## config.mk

```make
export PLATFORM = sky130hd
export DESIGN_NAME = dram_4164_ctrl_flat
export DESIGN_NICKNAME = d
export VERILOG_FILES = /design/src/rtl/dram_4164_ctrl_if.sv /design/src/rtl/dram_4164_ctrl.sv /design/src/flat_wrapper.sv
export SDC_FILE = /design/constraint.sdc
export NUM_CORES = 1
export LEC_CHECK = 0
export BUFFER_PORTS_ARGS = -buffer_cell sky130_fd_sc_hd__clkbuf_2
export CAP_MARGIN = 30
export CORE_ASPECT_RATIO = 0.6
export CORE_MARGIN = 1
export CORE_UTILIZATION = 40
export CTS_CLUSTER_DIAMETER = 30
export DETAILED_ROUTE_END_ITERATION = 8
export PLACE_DENSITY = 0.77
export SLEW_MARGIN = 20
export SYNTH_ARGS = -nofsm -noshare
export SYNTH_HDL_FRONTEND = slang
export SYNTH_SLANG_ARGS = --single-unit
```

## constraint.sdc

```tcl
create_clock -name clk -period 1.8 [get_ports clk]
set_clock_uncertainty 0.15 [all_clocks]
set_input_delay 0.36 -clock clk [delete_from_list [all_inputs] [get_ports clk]]
set_output_delay 0.36 -clock clk [all_outputs]
set_load 0.01 [all_outputs]
```

## src/rtl/dram_4164_ctrl_if.sv

```systemverilog
// Bus-side interface of the 4164 DRAM controller.
//   req/we/addr/wdata : request from the host (master drives)
//   ready/ack/rdata   : status and read data from the controller (slave drives)
interface dram_4164_ctrl_if;
  logic        req;
  logic        we;
  logic [15:0] addr;
  logic [7:0]  wdata;
  logic        ready;
  logic        ack;
  logic [7:0]  rdata;

  modport master (output req, we, addr, wdata, input ready, ack, rdata);
  modport slave  (input req, we, addr, wdata, output ready, ack, rdata);
endinterface

```

## src/rtl/dram_4164_ctrl.sv

```systemverilog
// Host-side controller for a byte-wide bank of eight 4164 (64Kx1) DRAMs.
// Single-byte read/write over a ready/req/ack handshake; generates the
// multiplexed row/column address and RAS/CAS/WE strobes, captures read data.
//
// Ports:
//   clk    : system clock, rising edge
//   nrst   : asynchronous active-low reset
//   bus    : host handshake (req/we/addr/wdata in, ready/ack/rdata out)
//   ma     : multiplexed DRAM address (row = addr[7:0], col = addr[15:8])
//   nras, ncas, nwe : DRAM strobes, active low
//   ram_d  : data to DRAM DI pins
//   ram_q  : data from DRAM DO pins
//
// Build option: define DRAM_REFRESH_EN to add periodic RAS-only refresh
// (REF_PERIOD parameter exists only in that build).
module dram_4164_ctrl #(
  parameter int T_RCD = 2,
  parameter int T_CAS = 4,
  parameter int T_RP  = 3
`ifdef DRAM_REFRESH_EN
  , parameter int REF_PERIOD = 124
`endif
) (
  input  logic                   clk,
  input  logic                   nrst,
  dram_4164_ctrl_if.slave        bus,
  output logic [7:0]             ma,
  output logic                   nras,
  output logic                   ncas,
  output logic                   nwe,
  output logic [7:0]             ram_d,
  input  logic [7:0]             ram_q
);

  typedef enum logic [2:0] {IDLE, ROW, COL, CAS, PRE, RROW, RPRE} state_t;

  // One shared phase counter; the longest phase is the refresh RAS pulse.
  localparam int CW = $clog2(T_RCD + T_CAS + T_RP + 1);

  state_t        state_q, state_d;
  logic [CW-1:0] cnt_q, cnt_d;
  logic          we_q, we_d;
  logic [7:0]    col_q, col_d;
  logic [7:0]    wdata_q, wdata_d;
  logic [7:0]    ma_q, ma_d;
  logic          nras_q, nras_d;
  logic          ncas_q, ncas_d;
  logic          nwe_q, nwe_d;
  logic [7:0]    ram_d_q, ram_d_d;
  logic [7:0]    rdata_q, rdata_d;
  logic          ack_q, ack_d;

`ifdef DRAM_REFRESH_EN
  localparam int RW = $clog2(REF_PERIOD);
  logic [RW-1:0] ref_cnt_q, ref_cnt_d;
  logic          ref_pend_q, ref_pend_d;
  logic [7:0]    ref_row_q, ref_row_d;
  logic          ref_take;
  logic          ref_wrap;

  assign ref_wrap = (ref_cnt_q == RW'(REF_PERIOD - 1));

  // Free-running period counter. A wrap while a refresh is still pending
  // does not queue a second one; a wrap on the take cycle starts a new one.
  always_comb begin
    ref_cnt_d  = ref_wrap ? '0 : ref_cnt_q + 1'b1;
    ref_pend_d = ref_wrap | (ref_pend_q & ~ref_take);
  end

  assign bus.ready = (state_q == IDLE) && !ref_pend_q;
`else
  assign bus.ready = (state_q == IDLE);
`endif

  always_comb begin
    state_d = state_q;
    cnt_d   = cnt_q;
    we_d    = we_q;
    col_d   = col_q;
    wdata_d = wdata_q;
    ma_d    = ma_q;
    nras_d  = nras_q;
    ncas_d  = ncas_q;
    nwe_d   = nwe_q;
    ram_d_d = ram_d_q;
    rdata_d = rdata_q;
    ack_d   = 1'b0;
`ifdef DRAM_REFRESH_EN
    ref_take  = 1'b0;
    ref_row_d = ref_row_q;
`endif
    case (state_q)
      IDLE: begin
`ifdef DRAM_REFRESH_EN
        if (ref_pend_q) begin
          ref_take = 1'b1;
          ma_d     = ref_row_q;
          nras_d   = 1'b0;
          cnt_d    = '0;
          state_d  = RROW;
        end else
`endif
        if (bus.req) begin
          we_d    = bus.we;
          col_d   = bus.addr[15:8];
          wdata_d = bus.wdata;
          ma_d    = bus.addr[7:0];
          nras_d  = 1'b0;
          cnt_d   = '0;
          state_d = ROW;
        end
      end
      ROW: begin
        // Column address and early-write WE are set up a full cycle before CAS.
        if (cnt_q == CW'(T_RCD - 1)) begin
          ma_d    = col_q;
          nwe_d   = ~we_q;
          ram_d_d = wdata_q;
          cnt_d   = '0;
          state_d = COL;
        end else begin
          cnt_d = cnt_q + 1'b1;
        end
      end
      COL: begin
        ncas_d  = 1'b0;
        cnt_d   = '0;
        state_d = CAS;
      end
      CAS: begin
        if (cnt_q == CW'(T_CAS - 1)) begin
          if (!we_q) rdata_d = ram_q;
          nras_d  = 1'b1;
          ncas_d  = 1'b1;
          nwe_d   = 1'b1;
          ack_d   = 1'b1;
          cnt_d   = '0;
          state_d = PRE;
        end else begin
          cnt_d = cnt_q + 1'b1;
        end
      end
      PRE: begin
        if (cnt_q == CW'(T_RP - 1)) begin
          cnt_d   = '0;
          state_d = IDLE;
        end else begin
          cnt_d = cnt_q + 1'b1;
        end
      end
`ifdef DRAM_REFRESH_EN
      RROW: begin
        if (cnt_q == CW'(T_RCD + T_CAS - 1)) begin
          nras_d    = 1'b1;
          ref_row_d = ref_row_q + 1'b1;
          cnt_d     = '0;
          state_d   = RPRE;
        end else begin
          cnt_d = cnt_q + 1'b1;
        end
      end
      RPRE: begin
        if (cnt_q == CW'(T_RP - 1)) begin
          cnt_d   = '0;
          state_d = IDLE;
        end else begin
          cnt_d = cnt_q + 1'b1;
        end
      end
`endif
      default: begin
        cnt_d   = '0;
        state_d = IDLE;
      end
    endcase
  end

  // Reset forces strobes high immediately, aborting any cycle in flight.
  always_ff @(posedge clk or negedge nrst) begin
    if (!nrst) begin
      state_q <= IDLE;
      cnt_q   <= '0;
      we_q    <= 1'b0;
      col_q   <= '0;
      wdata_q <= '0;
      ma_q    <= '0;
      nras_q  <= 1'b1;
      ncas_q  <= 1'b1;
      nwe_q   <= 1'b1;
      ram_d_q <= '0;
      rdata_q <= '0;
      ack_q   <= 1'b0;
    end else begin
      state_q <= state_d;
      cnt_q   <= cnt_d;
      we_q    <= we_d;
      col_q   <= col_d;
      wdata_q <= wdata_d;
      ma_q    <= ma_d;
      nras_q  <= nras_d;
      ncas_q  <= ncas_d;
      nwe_q   <= nwe_d;
      ram_d_q <= ram_d_d;
      rdata_q <= rdata_d;
      ack_q   <= ack_d;
    end
  end

`ifdef DRAM_REFRESH_EN
  always_ff @(posedge clk or negedge nrst) begin
    if (!nrst) begin
      ref_cnt_q  <= '0;
      ref_pend_q <= 1'b0;
      ref_row_q  <= '0;
    end else begin
      ref_cnt_q  <= ref_cnt_d;
      ref_pend_q <= ref_pend_d;
      ref_row_q  <= ref_row_d;
    end
  end
`endif

  assign ma        = ma_q;
  assign nras      = nras_q;
  assign ncas      = ncas_q;
  assign nwe       = nwe_q;
  assign ram_d     = ram_d_q;
  assign bus.ack   = ack_q;
  assign bus.rdata = rdata_q;

endmodule

```

## src/flat_wrapper.sv

```systemverilog
// flat-port wrapper written by rule: the top's interface ports become plain ports
module dram_4164_ctrl_flat 
#(
  parameter int T_RCD = 2,
  parameter int T_CAS = 4,
  parameter int T_RP  = 3

)
  (clk, nrst, ma, nras, ncas, nwe, ram_d, ram_q, bus_req, bus_we, bus_addr, bus_wdata, bus_ready, bus_ack, bus_rdata);
  dram_4164_ctrl_if bus_i ();
  input  logic clk;
  input  logic nrst;
  output logic [7:0] ma;
  output logic nras;
  output logic ncas;
  output logic nwe;
  output logic [7:0] ram_d;
  input  logic [7:0] ram_q;
  input wire logic [$bits(bus_i.req)-1:0] bus_req;
  input wire logic [$bits(bus_i.we)-1:0] bus_we;
  input wire logic [$bits(bus_i.addr)-1:0] bus_addr;
  input wire logic [$bits(bus_i.wdata)-1:0] bus_wdata;
  output wire logic [$bits(bus_i.ready)-1:0] bus_ready;
  output wire logic [$bits(bus_i.ack)-1:0] bus_ack;
  output wire logic [$bits(bus_i.rdata)-1:0] bus_rdata;
  assign bus_i.req = bus_req;
  assign bus_i.we = bus_we;
  assign bus_i.addr = bus_addr;
  assign bus_i.wdata = bus_wdata;
  assign bus_ready = bus_i.ready;
  assign bus_ack = bus_i.ack;
  assign bus_rdata = bus_i.rdata;
  dram_4164_ctrl #(.T_RCD(T_RCD), .T_CAS(T_CAS), .T_RP(T_RP)) u_core (.clk(clk), .nrst(nrst), .bus(bus_i), .ma(ma), .nras(nras), .ncas(ncas), .nwe(nwe), .ram_d(ram_d), .ram_q(ram_q));
endmodule
```

* Yosys cells after proc, flatten, opt, wreduce, memory -nomap -nowiden
Cells that the tools add are included.
** Cells by class
- Add/subtract/negate cells :: 1
- Equal/unequal tests :: 11
- Muxes and demuxes :: 21
- Bitwise logic cells :: 1
- Reduce and logical (&&, ||, !) cells :: 13
** Operator list (count)
- $mux W4 :: 4
- $mux W8 :: 2
- $pmux W4 S4 :: 1
- $pmux W8 S2 :: 1
- $pmux W3 S5 :: 1
- $mux W3 :: 4
- $reduce_and A3 Y1 :: 4
- $eq A4 B2 Y1 const B :: 2
- $reduce_bool A2 Y1 :: 4
- $eq A3 B2 Y1 const B :: 2
- $ne A2 B1 Y1 const B :: 3
- $pmux W1 S2 :: 3
- $reduce_and A2 Y1 :: 3
- $mux W1 :: 5
- $add A4 B1 Y4 const B :: 1
- $eq A4 B1 Y1 const B :: 1
- $reduce_and A4 Y1 :: 1
- $eq A3 B1 Y1 const B :: 1
- $eq A3 B3 Y1 const B :: 1
- $logic_not A3 Y1 :: 1
- $ne A2 B2 Y1 const B :: 1
- $not A1 Y1 :: 1
** Storage, ports and cells
- Flip-flop bits (word level) :: 52
- Word-level logic and storage cells :: 59

* Logic depth before layout (Yosys ltp)
- Depth in word-level cells :: 3
- Depth in mapped cells :: 5
- Gate-level depth less buffers :: 5

* Worst setup path after synthesis
No wires, ideal clock.
- Path type :: register to register
- From :: register u_core.cnt_q[0]
- To :: register u_core.rdata_q[0] (netlist: u_core.bus.rdata[0])
- Data arrival time :: 1.641 ns
- Slack :: -0.116 ns
- Cell stages (with the launch flop) :: 5
- Buffers on the path :: 0
- Clock period less this slack :: 1.916 ns
- Path through :: dfrtp_1 -> ha_1 -> or3b_4 -> nor3_4 -> mux2_2
** On the way
- Word-level cells in the longest chain between the ends :: 2
** Ends and longest elaborated chain
- from (decl) :: line dram_4164_ctrl.sv:41 : logic [CW-1:0] cnt_q, cnt_d;
- from (signal assigned) :: line dram_4164_ctrl.sv:195 : cnt_q <= cnt_d;
- $eq A4 B2 Y1 :: line dram_4164_ctrl.sv:131 : if (cnt_q == CW'(T_CAS - 1)) begin
- $reduce_and A3 Y1 (no source line)
- to (signal assigned) :: line dram_4164_ctrl.sv:204 : rdata_q <= rdata_d;
- to (decl) :: line dram_4164_ctrl.sv:50 : logic [7:0] rdata_q, rdata_d;
No other way between the ends.
A chain may end at the register's enable or synchronous reset.

* Final worst setup path
- From :: register u_core.cnt_q[1]
- To :: register u_core.rdata_q[5] (netlist: u_core.bus.rdata[5])
Same word-level chain as after synthesis.

==> flow_metrics.tcl <==
set metrics [dict create \
    firstDrtPassIters 5 \
    met1_length_um 2410 \
    num_io_pins 65 \
    critPathBufInv 1 \
    reg2reg_setup_slack_ps -80 \
    maxCapViolCount 0 \
    clk_pin_slew_ps 100 \
    clkLatencyLatePin_ps 310 \
    worstSetupPathType "reg2reg" \
    cp_num_cells 5 \
    highest_layer "met4" \
    core-area_um2 5310 \
    wire_per_inst_um 15.1 \
    crit_path_max_incr_delay_ps 410 \
    post-route-drc-count 0 \
    report.final.setup_viol 19 \
    h-tree-depth 2 \
    syn-mean-instance-area_um2 14.2 \
    antenna_found_initial 0 \
    drive_gt1_frac 0.655 \
    timing.critical_path.to "u_core.bus.rdata[5]" \
    cts_root_buffer "sky130_fd_sc_hd__clkbuf_8" \
    critPathLaunchType "flip-flop" \
    via_count_of_the_first_global_routing_pass 1656 \
    sequential_cell_area_um2 1310 \
    final_critical_path_setup_slack_ps -77.5 \
    place.gp.congestion 0.906 \
    power.density_cell_area_nw_per_um2 1660 \
    global_route_wire_length_before_repair_um 8050 \
    standby_leakage_power_nw 1.48 \
    dr_total_vias 1644 \
    cts_inserted_buffers 5 \
    clockBufferDepth 2 \
    final_nets 293 \
    route.detailed.vias_per_inst 4.95 \
    violations "negative setup slack" \
    initial_utilization 0.435 \
    hold_path_stages 2 \
    number_of_drc_markers_after_the_initial_detailed_route_iteration 89 \
    hold_class "in2reg" \
    synth_ff_type "sky130_fd_sc_hd__dfrtp_1" \
    area.growth.synth_to_final_pct 34.7 \
    worst_path_max_delay_cell "sky130_fd_sc_hd__or3b_4" \
    worst_path_dominant_cell_family "simple AND/OR/NAND/NOR gates" \
    worst-path-max-fanout 8 \
    finished_layout_cells 332 \
    final-max-slew-violation-count 0 \
    place_area_um2 2890 \
    timing.final.crit_share 1.04 \
    route.antenna.remaining_nets 0 \
    critical_path.cell_chain "ha_2 > or3b_4 > nor3_4 > buf_12 > mux2_4" \
    syn-cell-area_um2 2310 \
    synth.yosys.warnings 0 \
    synth-seq-area-share 0.566 \
    grt_util_all_layers 0.177 \
    grt_setup_unrepaired "yes" \
    postSynthRegisterBits 52 \
    clock-sinks 52 \
    place.port_buffers 64 \
    outcome "finished, violations left" \
    vdd_ir_drop_max_uv 751 \
    antenna_cells 0 \
    period_needed_ps 1880 \
    crit-reg2reg-capture "u_core.bus.rdata[5]" \
    netlist_instances 162 \
    syn_nets 201 \
    tightestPinTransition_ps 296 \
    total_area_of_multi_input_combinational_cells_um2 1010 \
    hold_violations 0 \
    routed-wl-met3_um 362 \
    timing.critical_path.to_type "flip-flop" \
    nFillCells 453 \
    worst_ep_arrival_time_ps 1920 \
    die_height_um 60.8 \
    slew_headroom 0.800 \
    synth.distinct_cells 40 \
    worstReg2RegStart "u_core.cnt_q[1]" \
    r2r.worst_path.cells 5 \
    number_of_core_rows 20 \
    die-width_um 100 \
    synth-edff-count 0 \
    post-dp-hpwl_um 3470 \
    synth-async-reset-ratio 1.00 \
    fmax_ghz 0.533 \
    worstSetupStartpoint "u_core.cnt_q[1]" \
    wl_um 5010 \
    p_total_mw 5.15 \
    pin_count_of_the_biggest_net_entering_global_routing 53 \
    required_ps 1840 \
    met2WireLength_um 2150 \
    layout.cell_area.non_filler_um2 3110 \
    placed_cells 318 \
    die_area_um2 6080 \
    cts_tree "done" \
    overflow 0 \
]
-- worst min-delay path by stage --
stage | from | to | slack (ps)
2_1_floorplan | nrst | u_core.bus.ack | -90
3_3_place_gp | nrst | u_core.bus.rdata[2] | 230
3_5_place_dp | nrst | u_core.bus.rdata[2] | 230
4_1_cts | bus_wdata[7] | u_core.wdata_q[7] | 120
5_1_grt | bus_wdata[3] | u_core.wdata_q[3] | 120
6_report | bus_wdata[3] | u_core.wdata_q[3] | 130
-- flip-flops by register name, summed over array words and instances, names as in the netlist --
signal,cells
u_core.we_q,1
u_core.ncas,1
u_core.ram_d,8
u_core.nras,1
u_core.ma,8
u_core.state_q,3
u_core.wdata_q,8
u_core.col_q,8
u_core.bus.rdata,8
u_core.bus.ack,1
u_core.cnt_q,4
u_core.nwe,1
-- stage by stage --
| step | utilization | hold WS (ps) | setup slack, ps | TNS [ps] |
|---|---|---|---|---|
| 2_1_floorplan | - | -85.6 | -115 | -1550 |
| 3_3_place_gp | 0.546 | 227 | -73.2 | -725 |
| 3_5_place_dp | 0.546 | 227 | -154 | -1530 |
| 4_1_cts | 0.578 | 120 | -114 | -1510 |
| 5_1_grt | 0.586 | 116 | -110 | -1760 |
| 6_report | 0.586 | 128 | -77.5 | -1020 |
-- per-layer routing --
metal	global-route usage	vias up
met4	0.0600	0
met1	0.232	801
met3	0.0576	12
met2	0.284	73
met5	0	-
li1	-	758
-- cells in the final DEF, fill, tap and decap left out, types with 2 or more instances in the layout --
cell type / synthesis / routed
sky130_fd_sc_hd__nand2_1: 7 / 7
sky130_fd_sc_hd__buf_4: 3 / 21
sky130_fd_sc_hd__nand3_1: 2 / 2
sky130_fd_sc_hd__o21ai_0: 4 / 4
sky130_fd_sc_hd__dfrtp_1: 49 / 48
sky130_fd_sc_hd__mux2_4: 0 / 8
sky130_fd_sc_hd__xor2_1: 2 / 2
sky130_fd_sc_hd__inv_1: 5 / 5
sky130_fd_sc_hd__clkbuf_2: 0 / 64
sky130_fd_sc_hd__dfstp_2: 3 / 3
sky130_fd_sc_hd__mux2_2: 50 / 42
sky130_fd_sc_hd__buf_12: 0 / 4
sky130_fd_sc_hd__nor2_1: 4 / 3
sky130_fd_sc_hd__or3b_4: 1 / 2
sky130_fd_sc_hd__clkbuf_8: 0 / 6
-- Yosys cell counts, types with 2 or more instances --
cell	instances	share of area
sky130_fd_sc_hd__buf_2	2	0.0043
sky130_fd_sc_hd__buf_4	3	0.0098
sky130_fd_sc_hd__dfrtp_1	49	0.53
sky130_fd_sc_hd__dfstp_2	3	0.034
sky130_fd_sc_hd__ha_1	3	0.016
sky130_fd_sc_hd__inv_1	5	0.0081
sky130_fd_sc_hd__mux2_2	50	0.24
sky130_fd_sc_hd__nand2_1	7	0.011
sky130_fd_sc_hd__nand3_1	2	0.0043
sky130_fd_sc_hd__nor2_1	4	0.0065
sky130_fd_sc_hd__o21ai_0	4	0.0087
sky130_fd_sc_hd__xor2_1	2	0.0076
-- power by group --
| part | total [mW] | internal, mW | leakage, nW | switching [mW] |
|---|---|---|---|---|
| Combinational | 2.37 | 1.34 | 0.802 | 1.03 |
| Sequential | 2.06 | 1.73 | 0.623 | 0.329 |
| Clock | 0.709 | 0.315 | 0.0516 | 0.394 |
| Total | 5.15 | 3.39 | 1.48 | 1.75 |
-- timing repair --
action                     in CTS  in global routing
setup buffers                   2                  3
hold buffers                    1                  0
pin swaps                       5                  5
gates resized for setup        12                  5
setup endpoints to repair      22                 22
hold endpoints to repair       49                  0
-- cells by family after synthesis --
family          Yosys count  synth area share
xor+xnor                  3            0.0114
simple gates             27            0.0792
mux                      50             0.244
buf+inv                  11            0.0271
flops                    52             0.566
fa+ha+maj                 3            0.0163
compound gates           16            0.0559
-- area by class of cell --
cell class,count,share of cell area
flip-flops and latches,52,0.420
well taps,77,0.0310
multi-input cells,99,0.325
repair buffers,91,0.186
clock inverters,2,0.00443
clock buffers,6,0.0266
inverters,5,0.00604
Note: power is estimated with default switching activity, not from simulation.
